<file path="src/rtl/demux4_pkg.sv">
// Shared types and constants for the demux4_stream slice.
// Used by demux4_slot and demux4_stream.
package demux4_pkg;

    typedef logic [1:0] route_t;

    localparam int NUM_OUTPUTS = 4;

    function automatic logic [NUM_OUTPUTS-1:0] route_onehot(input route_t r);
        return NUM_OUTPUTS'(1) << r;
    endfunction

endpackage

</file>
<file path="src/rtl/demux4_slot.sv">
// One-entry output register slice with valid/ready handshake.
// With DEMUX4_COUNT_EN defined it also counts drained transfers.
module demux4_slot #(
    parameter int N = 32
`ifdef DEMUX4_COUNT_EN
    , parameter int CW = 16
`endif
) (
    input  logic          clk,
    input  logic          rst_n,
    input  logic          load,
    input  logic [N-1:0]  load_data,
    output logic [N-1:0]  out_data,
    output logic          out_valid,
    input  logic          out_ready,
    output logic          free
`ifdef DEMUX4_COUNT_EN
    , output logic [CW-1:0] out_count
`endif
);

    logic          valid_q, valid_d;
    logic [N-1:0]  data_q, data_d;
    logic          drain;

    assign drain = valid_q & out_ready;
    assign free  = ~valid_q | out_ready;

    // A load wins over a drain in the same cycle, keeping one transfer per cycle.
    always_comb begin
        valid_d = valid_q;
        data_d  = data_q;
        if (load) begin
            valid_d = 1'b1;
            data_d  = load_data;
        end else if (drain) begin
            valid_d = 1'b0;
        end
    end

    always_ff @(posedge clk or negedge rst_n) begin
        if (!rst_n) begin
            valid_q <= 1'b0;
            data_q  <= '0;
        end else begin
            valid_q <= valid_d;
            data_q  <= data_d;
        end
    end

    assign out_data  = data_q;
    assign out_valid = valid_q;

`ifdef DEMUX4_COUNT_EN
    logic [CW-1:0] count_q, count_d;

    always_comb begin
        count_d = count_q;
        if (drain) count_d = count_q + CW'(1);
    end

    always_ff @(posedge clk or negedge rst_n) begin
        if (!rst_n) count_q <= '0;
        else        count_q <= count_d;
    end

    assign out_count = count_q;
`endif

endmodule

</file>
<file path="src/rtl/demux4_stream.sv">
// 1:4 stream demultiplexer: in_select routes each transfer to one of four slices.
// Optional per-output transfer counters under DEMUX4_COUNT_EN.
module demux4_stream
    import demux4_pkg::*;
#(
    parameter int N = 32
`ifdef DEMUX4_COUNT_EN
    , parameter int CW = 16
`endif
) (
    input  logic                             clk,
    input  logic                             rst_n,
    input  logic [N-1:0]                     in_data,
    input  route_t                           in_select,
    input  logic                             in_valid,
    output logic                             in_ready,
    output logic [NUM_OUTPUTS-1:0][N-1:0]    out_data,
    output logic [NUM_OUTPUTS-1:0]           out_valid,
    input  logic [NUM_OUTPUTS-1:0]           out_ready
`ifdef DEMUX4_COUNT_EN
    , output logic [NUM_OUTPUTS-1:0][CW-1:0] out_count
`endif
);

    logic [NUM_OUTPUTS-1:0] slot_free;
    logic [NUM_OUTPUTS-1:0] slot_load;
    logic                   in_fire;

    // Ready depends only on the addressed slot, never on in_valid.
    assign in_ready = rst_n & slot_free[in_select];
    assign in_fire  = in_valid & in_ready;

    always_comb begin
        slot_load = '0;
        if (in_fire) slot_load = route_onehot(in_select);
    end

    for (genvar k = 0; k < NUM_OUTPUTS; k++) begin : g_slot
        demux4_slot #(
            .N  (N)
`ifdef DEMUX4_COUNT_EN
            , .CW (CW)
`endif
        ) u_slot (
            .clk       (clk),
            .rst_n     (rst_n),
            .load      (slot_load[k]),
            .load_data (in_data),
            .out_data  (out_data[k]),
            .out_valid (out_valid[k]),
            .out_ready (out_ready[k]),
            .free      (slot_free[k])
`ifdef DEMUX4_COUNT_EN
            , .out_count (out_count[k])
`endif
        );
    end

endmodule

</file>
<file path="config.mk">
export PLATFORM = sky130hd
export DESIGN_NAME = demux4_stream
export DESIGN_NICKNAME = d
export VERILOG_FILES = /design/src/rtl/demux4_pkg.sv /design/src/rtl/demux4_slot.sv /design/src/rtl/demux4_stream.sv
export SDC_FILE = /design/constraint.sdc
export NUM_CORES = 1
export LEC_CHECK = 0
export ABC_AREA = 1
export BUFFER_PORTS_ARGS = -buffer_cell sky130_fd_sc_hd__buf_2
export CORE_ASPECT_RATIO = 0.5
export CORE_MARGIN = 4
export CORE_UTILIZATION = 50
export DETAILED_ROUTE_END_ITERATION = 12
export PLACE_DENSITY_LB_ADDON = 0.12
export SYNTH_ARGS = -nofsm -noshare
export SYNTH_HDL_FRONTEND = slang
export SYNTH_SLANG_ARGS = --single-unit
</file>
<file path="constraint.sdc">
create_clock -name clk -period 2.1 [get_ports clk]
set_input_delay 0.105 -clock clk [delete_from_list [all_inputs] [get_ports clk]]
set_output_delay 0.105 -clock clk [all_outputs]
set_load 0.02 [all_outputs]
</file>
After elaboration in Yosys (flattened, before gate mapping). Index checks and enable logic that the tools add are counted.

$lt $le $gt $ge: 1. Add/subtract/negate cells: 0. Reduce and logical (&&, ||, !) cells: 4. Divide/modulo/power cells: 0. Multiplexer cells: 11. Equality and inequality tests: 0. Shift operators: 1. Bitwise logic cells: 14. Multipliers: 0.

Operators by type and width (number): 2-to-1 mux 1 bit (9); nonzero test 2 bit (4); bitwise AND 1 bit (6); 2-to-1 mux 4 bit (1); inverter 1 bit (4); OR 1 bit (4); left shift 1 x 2 -> 4 bit (first input constant) (1); < comparator 2 x 3 -> 1 bit (second input constant) (1); binary-select mux 1 bit (select 2 bit) (1).

Memories: 0. Bits in read-only memories: 0. Bits in registers: 132. Word-level logic and storage cells: 39. Output and inout port bits: 133. Latch bits: 0. Memory bits (writable): 0.

Logic depth before layout (Yosys ltp).
Depth after elaboration: 8. Depth in mapped cells: 9. Mapped depth without buffers: 8.

By module. From an unflattened synthesis, not the netlist that was laid out.

Cell total of the unflattened synthesis: 581. Area total of the unflattened synthesis: 5393.9 µm².

By module, submodules not included: demux4_slot (area each 1326.3 µm², times used 4, cells an instance 140); demux4_stream (area each 88.8 µm², times used 1, cells an instance 21).

Least setup slack after synthesis. No wires, ideal clock.

Path type: flip-flop to flip-flop. From: register g_slot[3].u_slot.valid_q. To: register g_slot[1].u_slot.data_q[10]. Setup slack: 821 ps. Stages on the path, launching flop included: 8. Setup time: 117 ps. Arrival: 1162 ps. Data required time: 1983 ps. Cells stage by stage: dfrtp_1 > nand2_1 > nor2_1 > nor2_4 > nand4_4 > buf_2 > nand2_1 > nand2_1.

Cells in the longest elaborated chain, start to end: 7.

Ends and longest elaborated chain: start: declaration (RTL line demux4_slot.sv:22) `logic valid_q, valid_d;`; start signal: assignment (RTL line demux4_slot.sv:46) `valid_q <= valid_d;`; inverter 1 bit (RTL line demux4_slot.sv:27) `assign free = ~valid_q | out_ready;`; OR 1 bit (RTL line demux4_slot.sv:27); binary-select mux 1 bit (select 2 bit) (RTL line demux4_stream.sv:30) `assign in_ready = rst_n & slot_free[in_select];`; 2-to-1 mux 1 bit (implied by the code) (RTL line demux4_stream.sv:30); bitwise AND 1 bit (RTL line demux4_stream.sv:30); bitwise AND 1 bit (RTL line demux4_stream.sv:31) `assign in_fire = in_valid & in_ready;`; 2-to-1 mux 4 bit (RTL line demux4_stream.sv:35) `if (in_fire) slot_load = route_onehot(in_select);`; end signal: assignment (RTL line demux4_slot.sv:47) `data_q <= data_d;`; end: declaration (RTL line demux4_slot.sv:23) `logic [N-1:0] data_q, data_d;`.

No other way between the ends. The select of a mux whose other input is x is not followed. A chain may end at the register's enable or synchronous reset.

Worst setup path in the final report.
From: register g_slot[0].u_slot.valid_q. To: output port in_ready.

Cells in the longest elaborated chain, start to end: 5.

Ends and longest elaborated chain: start: declaration (RTL line demux4_slot.sv:22); start signal: assignment (RTL line demux4_slot.sv:46); inverter 1 bit (RTL line demux4_slot.sv:27); OR 1 bit (RTL line demux4_slot.sv:27); binary-select mux 1 bit (select 2 bit) (RTL line demux4_stream.sv:30); 2-to-1 mux 1 bit (implied by the code) (RTL line demux4_stream.sv:30); bitwise AND 1 bit (RTL line demux4_stream.sv:30); end: declaration (RTL line demux4_stream.sv:16) `output logic in_ready,`.

No other way between the ends. The select of a mux whose other input is x is not followed.

==> impl_metrics.yaml <==
status:
  outcome: "finished clean"
synth:
  yosys_warnings: 0
  synth_top_family_by_area: "simple AND/OR/NAND/NOR gates"
  synth_compound_area_frac: 0.001704
  yosys.area_share.simple: 0.3427
  synth_seq_area_share: 0.5623
  syn_inst: 610
  synth-seq-cells: 132
  syn-num-nets: 651
  netlist-cell-type-count: 22
  syn-cell-area_sq_um: 5874
  synthMuxAreaShare: 0
  synth-xor-area-share: 0
  avgSynthCellArea_sq_um: 9.630
  post_synth_fa_ha_maj_area_fraction: 0
setup_path:
  rrSetupSlack_ns: 0.37
  crit_chain: "inv_1 > nor2_1 > nand2_2 > nand3_2 > nor2_4 > buf_6 > buf_2"
  rr_worst_depth: 8
  slowest_stage: "dfrtp_1"
  required_ns: 2.00
  worst_setup_path_end_kind: "output pin"
  slowest_delay_ns: 0.37
  critical_path_arrival_ns: 1.83
  cp_num_buf_inv: 3
  crit_type: "reg2out"
  cp_top_family: "buffers and inverters"
  critPathMaxFanout: 55
  startpoint_type: "flop"
  cp_num_cells: 7
clocking:
  htreeDepth: 4
  cts_tree: "done"
  cts_buffers: 17
  cts-root-buf: "clkbuf_16"
  clk_pin_slew_ns: 0.06
  clk_path_buf_depth: 2
  clk_latency_ns: 0.41
  postCtsSetupBuffers: 0
  cts.sink_count: 132
place:
  place_inst: 897
  place_area_sq_um: 6560
  place_hpwl_um: 10690
  gp_congestion: 0.8222
  portBuffers: 173
die:
  pin_count: 174
  die_y_um: 84.65
  core-area_sq_um: 11220
  fp-row-count: 27
  die-width_um: 161.3
  start_util: 0.5238
  die_area_sq_um: 13650
timing:
  finalHoldViolCount: 0
  timing.final.crit_share: 0.9225
  fin_skew_ns: 0.01038
  min_period_ns: 1.937
  tightest_slew_ns: 0.6236
  rsz0062_at_grt: "false"
  fin_setup_tns_ns: 0
  final-setup-viol-count: 0
  max_freq_mhz: 516.2
  slew_viol_final: 0
  slew_headroom: 0.5843
route:
  viasPerCell: 5.473
  route.detailed.drc: 0
  dr.pass1.iters: 5
  vias: 5227
  totalWireLength_um: 16770
  drt_iter0_markers: 463
  ant_nets: 0
  avgRoutedWirePerCell_um: 17.56
global_route:
  grt_max_degree: 113
  grt_pass1_wl_um: 27210
  grt_usage: 0.2503
  antenna_found_initial: 0
  grt-ovfl-total: 0
  grt_pass1_vias: 5149
finish:
  drive_gt1_frac: 0.2952
  design_area_sq_um: 7456
  final_nets: 825
  fill_cells: 915
  instances_no_fill: 955
  syn_to_final_growth_pct: 26.92
  antenna_cells: 0
hold_path:
  hold_depth: 3
  holdCritPathClass: "in2reg"
flow_run:
  maxCapViolations: 0
power_and_ir_drop:
  peakVddDrop_v: 0.0005730
  cellLeakagePower_nw: 4.125
  power_density_nw_per_um2: 1150
repair_timing:
action	in CTS	in global routing
resized for setup	0	1
setup endpoints to repair	0	1
hold endpoints to repair	191	0
hold buffers	27	0
path summary, 6_finish.rpt:
kind	startpoint	endpoint
worst min register to register	g_slot[0].u_slot.out_data[31]	g_slot[0].u_slot.out_data[31]
worst min-delay path	in_data[29]	g_slot[3].u_slot.out_data[29]
max in group asynchronous	rst_n	g_slot[0].u_slot.out_data[16]
worst max register to register	g_slot[0].u_slot.out_valid	g_slot[2].u_slot.out_data[19]
worst max-delay path	g_slot[0].u_slot.out_valid	in_ready
min in group asynchronous	rst_n	g_slot[2].u_slot.out_data[3]
registers in the layout, summed over array words and instances, names as in the netlist:
register,count
g_slot.u_slot.out_data,128
g_slot.u_slot.out_valid,4
placed cells by master, fill, tap and decap left out, types with 2 or more instances in the layout:
cell,Yosys,layout
inv_1,3,3
dlygate4sd3_1,0,27
dfrtp_1,132,132
nor2_1,4,4
nand2_1,261,261
buf_4,4,9
nand2_2,4,4
nor2_4,5,5
o21ai_1,2,2
nand3_1,2,2
buf_6,5,2
buf_12,11,3
nand4_1,128,128
buf_2,23,171
clkbuf_16,0,17
bufinv_16,0,4
nand4_4,4,4
clkinv_2,0,3
clkinv_4,0,4
inv_2,3,3
stage by stage:
| step | util | hold slack (ns) | setup WS, ns | power (mW) |
|---|---|---|---|---|
| after floorplan | - | -0.1906 | 0.8213 | 4.645 |
| after global placement | 0.5849 | -0.06920 | 0.3896 | 5.413 |
| after detailed placement | 0.5849 | -0.06845 | 0.3536 | 5.451 |
| after CTS | 0.6644 | 0.0004773 | 0.02667 | 8.628 |
| after global routing | 0.6648 | 0.002062 | 0.03949 | 9.004 |
| final | 0.6648 | 0.006347 | 0.1627 | 8.573 |
worst min-delay path, cell delays in order:
cell,delay (ns)
buf_2,0.13
nand4_1,0.09
nand2_1,0.05
layer usage:
metal | share of wire | track usage | wire length, um | up-vias
met5 | 0 | 0 | 0 | -
met4 | 0.017 | 0.07585 | 291 | 0
met3 | 0.082 | 0.07160 | 1368 | 32
met2 | 0.45 | 0.3846 | 7594 | 221
met1 | 0.45 | 0.3484 | 7517 | 2553
li1 | - | - | - | 2421
cells in the mapped netlist:
| cell | instances | area [sq um] |
|---|---|---|
| dfrtp_1 | 132 | 3303 |
| nand2_1 | 261 | 979.7 |
| nor2_4 | 5 | 56.30 |
| nand2_2 | 4 | 25.02 |
| inv_1 | 3 | 11.26 |
| buf_2 | 23 | 115.1 |
| nand4_1 | 128 | 800.8 |
| nand4_4 | 4 | 85.08 |
| inv_2 | 3 | 11.26 |
| inv_4 | 1 | 6.260 |
| clkinv_1 | 1 | 3.750 |
| nor2_8 | 1 | 20.02 |
| buf_12 | 11 | 220.2 |
| clkbuf_1 | 3 | 11.26 |
| nor2_1 | 4 | 15.01 |
| nand3_1 | 2 | 10.01 |
| o21ai_1 | 2 | 10.01 |
| buf_6 | 5 | 56.30 |
| clkbuf_4 | 11 | 82.58 |
| nand3_2 | 1 | 10.01 |
| nand2_4 | 1 | 11.26 |
| buf_4 | 4 | 30.03 |
kinds of logic (layout without fill, tap and decap cells):
| logic type | after synthesis | count (layout) |
|---|---|---|
| buf+inv | 65 | 251 |
| flops | 132 | 132 |
| compound gates | 2 | 2 |
| simple gates | 411 | 411 |
power breakdown:
part           internal (mW)  switching, mW  leakage, nW
registers               3.06          0.301         1.67
clock network           2.02           1.11        0.307
logic                  0.651           1.43         2.15
total                   5.73           2.84         4.12
area by class of cell:
class	instances	area, sq um	area share
Clock buffer	19	442.9	0.05941
Clock inverter	12	178.9	0.02400
Tap cell	159	198.9	0.02668
Timing Repair Buffer	212	1276	0.1712
Multi-Input combinational cell	413	2023	0.2714
Sequential cell	132	3303	0.4430
Inverter	8	32.53	0.004363
Power figures use the tool's default switching activity.
